==> src/rtl/sequence_game_pkg.sv <==
// Shared types and helpers for the sequence memory game.
//   state_t  : FSM states, encoded with the codes shown on the hex display
//   LFSR_TAP*: feedback taps of the 16-bit Fibonacci note generator
//   onehot8  : one-hot decode of a note index for LED/key comparison
package sequence_game_pkg;

  typedef enum logic [3:0] {
    S_IDLE         = 4'd0,
    S_EXTEND       = 4'd1,
    S_PLAY_ON      = 4'd2,
    S_PLAY_GAP     = 4'd3,
    S_WAIT_PRESS   = 4'd4,
    S_WAIT_RELEASE = 4'd5,
    S_ROUND_WIN    = 4'd6,
    S_WON          = 4'd7,
    S_LOST         = 4'd8
  } state_t;

  localparam int unsigned LFSR_W    = 16;
  localparam int unsigned LFSR_TAP0 = 15;
  localparam int unsigned LFSR_TAP1 = 13;
  localparam int unsigned LFSR_TAP2 = 12;
  localparam int unsigned LFSR_TAP3 = 10;

  function automatic logic [7:0] onehot8(input logic [2:0] idx);
    return 8'b0000_0001 << idx;
  endfunction

endpackage

==> src/rtl/sequence_lfsr.sv <==
// 16-bit Fibonacci LFSR used as the note source.
//   i_clk     : system clock
//   i_resetn  : asynchronous active-low reset, loads the seed
//   i_advance : shift one step this cycle
//   o_low     : low byte of the current (pre-advance) state
module sequence_lfsr
  import sequence_game_pkg::*;
#(
  parameter logic [15:0] SEED = 16'h0001
) (
  input  logic       i_clk,
  input  logic       i_resetn,
  input  logic       i_advance,
  output logic [7:0] o_low
);

  // An all-zero state would lock up the register.
  localparam logic [15:0] SEED_EFF = (SEED == '0) ? 16'h0001 : SEED;

  logic [LFSR_W-1:0] r_q;
  logic              w_fb;

  assign w_fb = r_q[LFSR_TAP0] ^ r_q[LFSR_TAP1] ^ r_q[LFSR_TAP2] ^ r_q[LFSR_TAP3];

  always_ff @(posedge i_clk or negedge i_resetn) begin
    if (!i_resetn) begin
      r_q <= SEED_EFF;
    end else if (i_advance) begin
      r_q <= {r_q[LFSR_W-2:0], w_fb};
    end
  end

  assign o_low = r_q[7:0];

endmodule

==> src/rtl/sequence_game_engine.sv <==
// Memory game core: grows a random note sequence, plays it on the LEDs,
// then checks the player's presses against it with a per-press timeout.
//   clk, resetn : clock, asynchronous active-low reset
//   start       : one-cycle pulse, starts a game from IDLE/WON/LOST
//   keys        : debounced active-high buttons
//   led         : note display / key echo
//   state_code  : current FSM state code
//   level       : current sequence length
//   won, lost   : high while in WON / LOST
module sequence_game_engine
  import sequence_game_pkg::*;
#(
  parameter int unsigned NUM_KEYS       = 4,
  parameter int unsigned MAX_LEN        = 8,
  parameter int unsigned NOTE_CYCLES    = 25000000,
  parameter int unsigned GAP_CYCLES     = 12500000,
  parameter int unsigned TIMEOUT_CYCLES = 250000000,
  parameter logic [15:0] SEED           = 16'h0001
) (
  input  logic                clk,
  input  logic                resetn,
  input  logic                start,
  input  logic [NUM_KEYS-1:0] keys,
  output logic [NUM_KEYS-1:0] led,
  output logic [3:0]          state_code,
  output logic [3:0]          level,
  output logic                won,
  output logic                lost
);

  localparam int unsigned NOTE_W    = (NUM_KEYS <= 2) ? 1 : $clog2(NUM_KEYS);
  localparam logic [31:0] NOTE_LAST = 32'(NOTE_CYCLES - 1);
  localparam logic [31:0] GAP_LAST  = 32'(GAP_CYCLES - 1);
  localparam logic [31:0] TMO_LAST  = 32'(TIMEOUT_CYCLES - 1);

  state_t              r_state;
  state_t              w_next;
  logic [NOTE_W-1:0]   r_seq [MAX_LEN];
  logic [3:0]          r_len;
  logic [3:0]          r_idx;
  logic [31:0]         r_timer;
  logic [NUM_KEYS-1:0] r_keys_prev;
  logic                r_won;
  logic                r_lost;

  logic [7:0]          w_lfsr_low;
  logic [7:0]          w_mod;
  logic [NOTE_W-1:0]   w_note;
  logic [NOTE_W-1:0]   w_cur_note;
  logic [7:0]          w_oh8;
  logic [7:0]          w_keys8;
  logic                w_press;
  logic                w_timeout;
  logic                w_gap_done;
  logic [NUM_KEYS-1:0] w_led;

  sequence_lfsr #(
    .SEED(SEED)
  ) u_lfsr (
    .i_clk    (clk),
    .i_resetn (resetn),
    .i_advance(r_state == S_EXTEND),
    .o_low    (w_lfsr_low)
  );

  assign w_mod  = w_lfsr_low % 8'(NUM_KEYS);
  assign w_note = w_mod[NOTE_W-1:0];

  // Mux the note at the play/check index out of the store.
  always_comb begin
    w_cur_note = '0;
    for (int unsigned i = 0; i < MAX_LEN; i++) begin
      if (r_idx == 4'(i)) w_cur_note = r_seq[i];
    end
  end

  assign w_oh8      = onehot8(3'(w_cur_note));
  assign w_keys8    = 8'(keys);
  assign w_press    = (keys != '0) && (r_keys_prev == '0);
  assign w_timeout  = (TIMEOUT_CYCLES != 0) && (r_timer == TMO_LAST);
  assign w_gap_done = (r_timer == GAP_LAST);

  // State register and datapath
  always_ff @(posedge clk or negedge resetn) begin
    if (!resetn) begin
      r_state     <= S_IDLE;
      r_len       <= '0;
      r_idx       <= '0;
      r_timer     <= '0;
      r_keys_prev <= '0;
      r_won       <= 1'b0;
      r_lost      <= 1'b0;
      for (int unsigned i = 0; i < MAX_LEN; i++) r_seq[i] <= '0;
    end else begin
      r_state     <= w_next;
      r_keys_prev <= keys;
      r_won       <= (w_next == S_WON);
      r_lost      <= (w_next == S_LOST);
      // One timer serves every state; it restarts on each state change.
      r_timer     <= (w_next != r_state) ? '0 : r_timer + 32'd1;

      case (r_state)
        S_IDLE, S_WON, S_LOST: begin
          if (start) r_len <= '0;
        end
        S_EXTEND: begin
          for (int unsigned i = 0; i < MAX_LEN; i++) begin
            if (r_len == 4'(i)) r_seq[i] <= w_note;
          end
          r_len <= r_len + 4'd1;
          r_idx <= '0;
        end
        S_PLAY_GAP: begin
          if (w_next == S_PLAY_ON)         r_idx <= r_idx + 4'd1;
          else if (w_next == S_WAIT_PRESS) r_idx <= '0;
        end
        S_WAIT_RELEASE: begin
          if (keys == '0) r_idx <= r_idx + 4'd1;
        end
        default: ;
      endcase
    end
  end

  // Next-state logic
  always_comb begin
    w_next = r_state;
    case (r_state)
      S_IDLE:     if (start) w_next = S_EXTEND;
      S_EXTEND:   w_next = S_PLAY_ON;
      S_PLAY_ON:  if (r_timer == NOTE_LAST) w_next = S_PLAY_GAP;
      S_PLAY_GAP: begin
        if (w_gap_done) w_next = ((r_idx + 4'd1) < r_len) ? S_PLAY_ON : S_WAIT_PRESS;
      end
      S_WAIT_PRESS: begin
        // Expiry wins over a press landing in the same cycle.
        if (w_timeout)    w_next = S_LOST;
        else if (w_press) w_next = (w_keys8 == w_oh8) ? S_WAIT_RELEASE : S_LOST;
      end
      S_WAIT_RELEASE: begin
        if (keys == '0) w_next = ((r_idx + 4'd1) == r_len) ? S_ROUND_WIN : S_WAIT_PRESS;
      end
      S_ROUND_WIN: begin
        if (w_gap_done) w_next = (r_len == 4'(MAX_LEN)) ? S_WON : S_EXTEND;
      end
      S_WON, S_LOST: if (start) w_next = S_EXTEND;
      default: w_next = S_IDLE;
    endcase
  end

  // Output logic
  always_comb begin
    w_led = '0;
    case (r_state)
      S_PLAY_ON:                     w_led = w_oh8[NUM_KEYS-1:0];
      S_WAIT_PRESS, S_WAIT_RELEASE:  w_led = keys;
      S_ROUND_WIN, S_WON:            w_led = '1;
      default:                       w_led = '0;
    endcase
  end

  assign led        = w_led;
  assign state_code = r_state;
  assign level      = r_len;
  assign won        = r_won;
  assign lost       = r_lost;

endmodule

==> config.mk <==
export PLATFORM = sky130hd
export DESIGN_NAME = sequence_game_engine
export DESIGN_NICKNAME = d
export VERILOG_FILES = /design/src/rtl/sequence_game_pkg.sv /design/src/rtl/sequence_lfsr.sv /design/src/rtl/sequence_game_engine.sv
export SDC_FILE = /design/constraint.sdc
export NUM_CORES = 1
export LEC_CHECK = 0
export ABC_AREA = 1
export CELL_PAD_IN_SITES_DETAIL_PLACEMENT = 2
export CELL_PAD_IN_SITES_GLOBAL_PLACEMENT = 2
export CORE_MARGIN = 1.5
export CORE_UTILIZATION = 34
export DETAILED_ROUTE_END_ITERATION = 8
export PLACE_DENSITY = 0.79
export REMOVE_ABC_BUFFERS = 1
export SETUP_SLACK_MARGIN = 0.2
export SYNTH_ARGS = -nofsm -noshare
export SYNTH_HDL_FRONTEND = slang
export SYNTH_HIERARCHICAL = 1
export SYNTH_SLANG_ARGS = --single-unit
==> constraint.sdc <==
create_clock -name clk -period 2.45 [get_ports clk]
set_input_delay 0.245 -clock clk [delete_from_list [all_inputs] [get_ports clk]]
set_output_delay 0.245 -clock clk [all_outputs]
set_load 0.05 [all_outputs]
==> qor.txt, run 1 <==
outcome: finished with violations
violated checks: setup timing
CTS clk-pin slew, worst paths: 0.08 ns
Die X: 124 um
Final Setup Violations: 45
First-pass DRT Iterations: 4
clock tree buffer depth: 2
TritonCTS Buffers: 9
H-tree Lvls: 3
Cells after Synth: 603
layout cell share with drive strength beyond 1: 39.5%
Setup crit end kind: flip-flop
FMAX: 308 MHz
met3 global-route usage: 7.01%
Row Count: 44
remaining global-route overflow: 0
PortBufs: 20
Area Overhead vs Synth: 47.9%
Tmin final: 3.25 ns
I/O pin cnt: 21
slew margin rel.: 55.2%
DP Wirelength: 13.4 mm
commonest non-fill, non-tap cells in the layout: nand2_1, buf_4, dfrtp_1
Die Y: 124 um
Most Used Layer, Global Route: met2
Worst Hold Class: primary input to asynchronous set/reset pin
slew at the pin closest to its max-slew limit: 0.665 ns
Routed WL: 27.8 mm
switch share: 46.7%
Layout Nets: 759
Pint: 0.00388 W
final worst-path cycle share: 133%
Via density: 5.72
Clock Power Share: 19.0%
RSZ-0062 raised after global routing: true
Placer Congestion: 0.860
pwr/cell area: 991 nW/um2
Comb power frac: 60.3%
Root Buffer Master: clkbuf_16
pre-CTS setup slack: -0.487 ns
Initial Util: 34.5%
max-cap viol count: 0
final hold violations: 0
largest net degree at the start of global routing: 36
vias in the first global route: 5891
die area: 15400 um2
Worst VDD drop: 0.522 mV
met2 GRT Util: 63.5%
drt initial violations: 286
WL/cell: 30.0 um
TritonCTS clock tree: built
Global Route Usage Sum: 33.2%
fill count: 1482
via count: 5307
Psw: 0.00340 W
Crit Path Max Fanout: 5
Setup Crit Path Kind: flip-flop to flip-flop
first-pass GRT wire length: 36.4 mm
max-slew violation count: 0
Final Total Pwr: 0.00728 W
core area: 14400 um2
Worst setup SP type: flip-flop
Post-DRT Antenna Nets: 0
Syn Area/Cell: 8.24 um2
total number of yosys warnings: 6
Core Util, Final: 51.0%
critical path arrival: 3.46 ns
GRT met1 Usage: 32.8%
Flop pwr share: 20.6%
Lkg Pwr: 3.16 nW
CTS Sinks: 82
worst-skew pair later-pin latency: 0.36 ns
Post-Syn Area: 4970 um2
final setup margin: -0.797 ns
critical path required time: 2.66 ns
Setup Skew: 0.0244 ns
Diodes inserted: 0
initial antenna violation count: 0
most common cell after layout, fill and taps aside: nand2_1
DRC: 0
## path summary, 6_finish.rpt
kind                       startpoint        endpoint  slack, ns  cells past startpoint
setup / recovery             r_idx[1]     r_timer[21]      -0.80                     24
hold / removal                 resetn  u_lfsr/r_q[11]       0.39                      2
setup reg to reg             r_idx[1]     r_timer[21]      -0.80                     24
hold reg to reg              r_seq[4]        r_seq[4]       0.50                      2
max in group asynchronous      resetn        r_idx[0]       1.34                      3
min in group clk             r_seq[4]        r_seq[4]       0.50                      2
## power by group through the flow
stage          Clock (W)  Combinational, W  Sequential [W]
5_1_grt          0.00144           0.00450         0.00150
2_1_floorplan          0           0.00113         0.00165
4_1_cts          0.00138           0.00357         0.00149
3_5_place_dp           0           0.00248         0.00150
6_report         0.00139           0.00439         0.00150
3_3_place_gp           0           0.00234         0.00149
## critical path, stage by stage (launching register included)
cell     delay, ns
dfrtp_2       0.47
buf_4         0.16
ha_4          0.18
buf_4         0.14
nand3_1       0.09
nand2_1       0.11
inv_1         0.07
nand2_1       0.07
nand2_2       0.08
nand2_4       0.08
nand2_4       0.11
nand2_4       0.08
nand2_4       0.11
nand3_1       0.17
nand2_2       0.11
inv_2         0.06
nand2_2       0.07
nand2_4       0.07
a21oi_4       0.19
nand2_2       0.11
nand3_4       0.12
buf_12        0.12
buf_12        0.10
buf_16        0.13
nor3_4        0.04
## cell type report
class | instances | area (um2) | share of cell area (%)
multi-input cells | 420 | 3110 | 42.3
flip-flops and latches | 82 | 2060 | 28.0
repair buffers | 139 | 1330 | 18.1
inverters | 87 | 339 | 4.61
clock buffers | 11 | 243 | 3.30
well taps | 184 | 230 | 3.13
clock inverters | 5 | 37.5 | 0.511
## per-layer routing
layer / wire length, um / vias to the layer above / share of wire (%)
li1: - / 2223 / -
met1: 9570 / 2718 / 34
met2: 15200 / 229 / 55
met3: 1060 / 137 / 3.8
met4: 1980 / 0 / 7.1
met5: 0 / - / 0
## stage by stage
stage	setup TNS (ns)	std cells	area, um2	hold WS, ns
after floorplan	-29.37	589	4840	-0.0506
after global placement	-4.35	884	6030	0.232
after detailed placement	-15.40	884	6030	0.234
after CTS	-13.02	917	7010	0.403
after global routing	-32.20	928	7350	0.422
final	-29.38	928	7350	0.387
## timing repair
| action | in CTS | in global routing |
|---|---|---|
| setup endpoints to repair | 46 | 47 |
| buffers inserted | 14 | 10 |
| gates resized for setup | 119 | 49 |
| pin swaps | 30 | 23 |
| hold endpoints to repair | 31 | 0 |
| gates cloned | 2 | 1 |
| hold buffers | 1 | 0 |
## sequential cells by signal, indices dropped and copies added, names as in the netlist
signal / flops
state_code: 4
r_seq: 16
r_idx: 4
r_timer: 32
level: 4
r_keys_prev: 4
u_lfsr/r_q: 16
won: 1
lost: 1
Note: power is estimated with default switching activity, not from simulation.
==> inputs of run 2 (changes only) <==
--- a/config.mk
+++ b/config.mk
@@ -9,9 +9,10 @@
 export CELL_PAD_IN_SITES_DETAIL_PLACEMENT = 2
 export CELL_PAD_IN_SITES_GLOBAL_PLACEMENT = 2
 export CORE_MARGIN = 1.5
-export CORE_UTILIZATION = 34
+export CORE_UTILIZATION = 37
 export DETAILED_ROUTE_END_ITERATION = 8
-export PLACE_DENSITY = 0.79
+export GPL_ROUTABILITY_DRIVEN = 0
+export PLACE_DENSITY = 0.81
 export REMOVE_ABC_BUFFERS = 1
 export SETUP_SLACK_MARGIN = 0.2
 export SYNTH_ARGS = -nofsm -noshare
==> constraint.sdc (replaced) <==
create_clock -name clk -period 3.6 [get_ports clk]
set_input_delay 0.36 -clock clk [delete_from_list [all_inputs] [get_ports clk]]
set_output_delay 0.36 -clock clk [all_outputs]
set_load 0.05 [all_outputs]
==> qor.txt, run 2 (synthesis results as in run 1) <==
drt initial violations: 126 (-56%)
DRC: 0 (unchanged)
Initial Util: 37.7% (+3.2 points)
I/O pin cnt: 21 (unchanged)
Worst Hold Class: primary input to asynchronous set/reset pin
max-cap viol count: 0 (unchanged)
slew margin rel.: 35.1% (-20 points)
die area: 14100 um2 (-7.9%)
CTS clk-pin slew, worst paths: 0.06 ns (-0.02 ns)
final hold violations: 0 (unchanged)
Psw: 0.00156 W (-54%)
DP Wirelength: 10.6 mm (-21%)
Flop pwr share: 28.8% (+8.2 points)
Die X: 119 um (-4.0%)
TritonCTS Buffers: 9 (unchanged)
Row Count: 42 (-4.5%)
most common cell after layout, fill and taps aside: nand2_1
pwr/cell area: 631 nW/um2 (-36%)
Tmin final: 3.16 ns (-0.0825 ns)
WHS: 0.157 ns (-0.230 ns)
Setup Crit Path Kind: flip-flop to flip-flop
Post-DP Area: 5310 um2 (-12%)
max reg flops: 32 (unchanged)
final worst-path cycle share: 87.9% (-45 points)
pre-CTS setup slack: 0.292 ns (+0.780 ns)
Area Overhead vs Synth: 14.4%
Clock Power Share: 26.0% (+7.0 points)
layout cell share with drive strength beyond 1: 15.7% (-24 points)
CTS Hold Buffers Added: 0 (-1)
first-pass GRT wire length: 24.5 mm (-33%)
critical path required time: 3.81 ns (+1.15 ns)
CTS Sinks: 82 (unchanged)
max-slew violation count: 0 (unchanged)
Worst setup SP type: flip-flop
switch share: 43.4% (-3.3 points)
clock tree buffer depth: 2 (unchanged)
remaining global-route overflow: 0 (unchanged)
Diodes inserted: 0 (unchanged)
H-tree Lvls: 3 (unchanged)
FMAX: 316 MHz (+2.6%)
outcome: complete, no violations
Die Y: 119 um (-4.0%)
critical path arrival: 3.38 ns (-0.08 ns)
Worst VDD drop: 0.356 mV (-32%)
final setup margin: 0.436 ns (+1.23 ns)
Post-DRT Antenna Nets: 0 (unchanged)
PortBufs: 20 (unchanged)
initial antenna violation count: 0 (unchanged)
Crit Path Max Fanout: 20 (+15)
TritonCTS clock tree: built
slew at the pin closest to its max-slew limit: 0.974 ns (+0.309 ns)
WL/cell: 18.1 um (-40%)
Via density: 5.15 (-9.9%)
setup_tns: 0 ns (+29.38 ns)
Reg with most FFs: r_timer
Routed WL: 14.8 mm (-47%)
Pint: 0.00203 W (-48%)
Setup Skew: 0.00619 ns (-0.0182 ns)
largest registers: r_timer x32, r_seq x16, u_lfsr/r_q x16
via count: 4196 (-21%)
Layout Nets: 653 (-14%)
Root Buffer Master: clkbuf_16
Final Setup Violations: 0 (-100%)
Global Route Usage Sum: 22.0% (-11 points)
vias in the first global route: 4719 (-20%)
largest net degree at the start of global routing: 74 (+110%)
Final Instance Area: 5680 um2 (-23%)
Setup crit end kind: flip-flop
RSZ-0062 raised after global routing: false
R2R cell count: 16 (-33%)
worst-skew pair later-pin latency: 0.35 ns (about the same)
Lkg Pwr: 2.40 nW (-24%)
First-pass DRT Iterations: 4 (unchanged)
Comb power frac: 45.2% (-15 points)
core area: 13200 um2 (-8.6%)
commonest non-fill, non-tap cells in the layout: nand2_1, inv_1, dfrtp_1
==> run 2: metal layers <==
layer	track usage, %	up-vias	routed length [um]
met5	0	-	0
met1	28.1	2133	6810
met2	38.1	37	7430
met4	6.78	0	248
met3	4.02	18	275
li1	-	2008	-
==> run 2: timing repair <==
| item | in CTS | in global routing |
|---|---|---|
| endpoints found under the setup margin | 4 | 23 |
| gates resized for setup | 2 | 5 |
| hold endpoints to repair | 0 | 0 |
| setup buffers | 0 | 9 |
==> run 2: power by group through the flow <==
stage                     Combinational (W)  Clock (W)  Sequential [W]
after floorplan                    0.000770          0         0.00112
after global placement              0.00135          0         0.00104
after detailed placement            0.00139          0         0.00105
after CTS                           0.00142   0.000952         0.00103
after global routing                0.00173   0.000983         0.00104
final                               0.00162   0.000932         0.00103
==> run 2: worst paths after layout <==
kind                            slack, ns        endpoint  startpoint
worst max-delay path                 0.44     r_timer[31]    r_idx[0]
worst min-delay path                 0.16  r_keys_prev[3]      resetn
worst max register to register       0.44     r_timer[31]    r_idx[0]
worst min register to register       0.48      r_timer[0]  r_timer[0]
max in group asynchronous            2.68     r_timer[19]      resetn
min in group clk                     0.48      r_timer[0]  r_timer[0]
==> run 2: final cells by class <==
cell class / count / area [um2]
timing repair buffer: 33 / 327
inverter: 87 / 334
clock buffer: 12 / 236
tap: 176 / 220
multi-input combinational: 420 / 2460
fill: 1505 / 7510
sequential: 82 / 2050
clock inverter: 4 / 52.6
==> run 2: worst max-delay path, cell delays in order (launching register included) <==
cell and delay, ns:
dfrtp_1 0.46, inv_1 0.12, ha_1 0.35, ha_1 0.32, inv_1 0.06, nor2_1 0.04
o211ai_1 0.16, nand2_1 0.07, o21ai_1 0.19, o21ai_0 0.12, nand2_1 0.15, nand4_1 0.17
a21oi_2 0.22, nand2_1 0.14, nand3_4 0.17, buf_12 0.22, nor3_1 0.07
==> run 2: through the flow <==
stage	total power (W)	utilization (%)	cells
finish	0.00359	43.1	814
global route	0.00376	43.1	814
CTS	0.00340	42.5	805
detailed placement	0.00244	40.3	789
global placement	0.00239	40.3	789
floorplan	0.00189	-	589
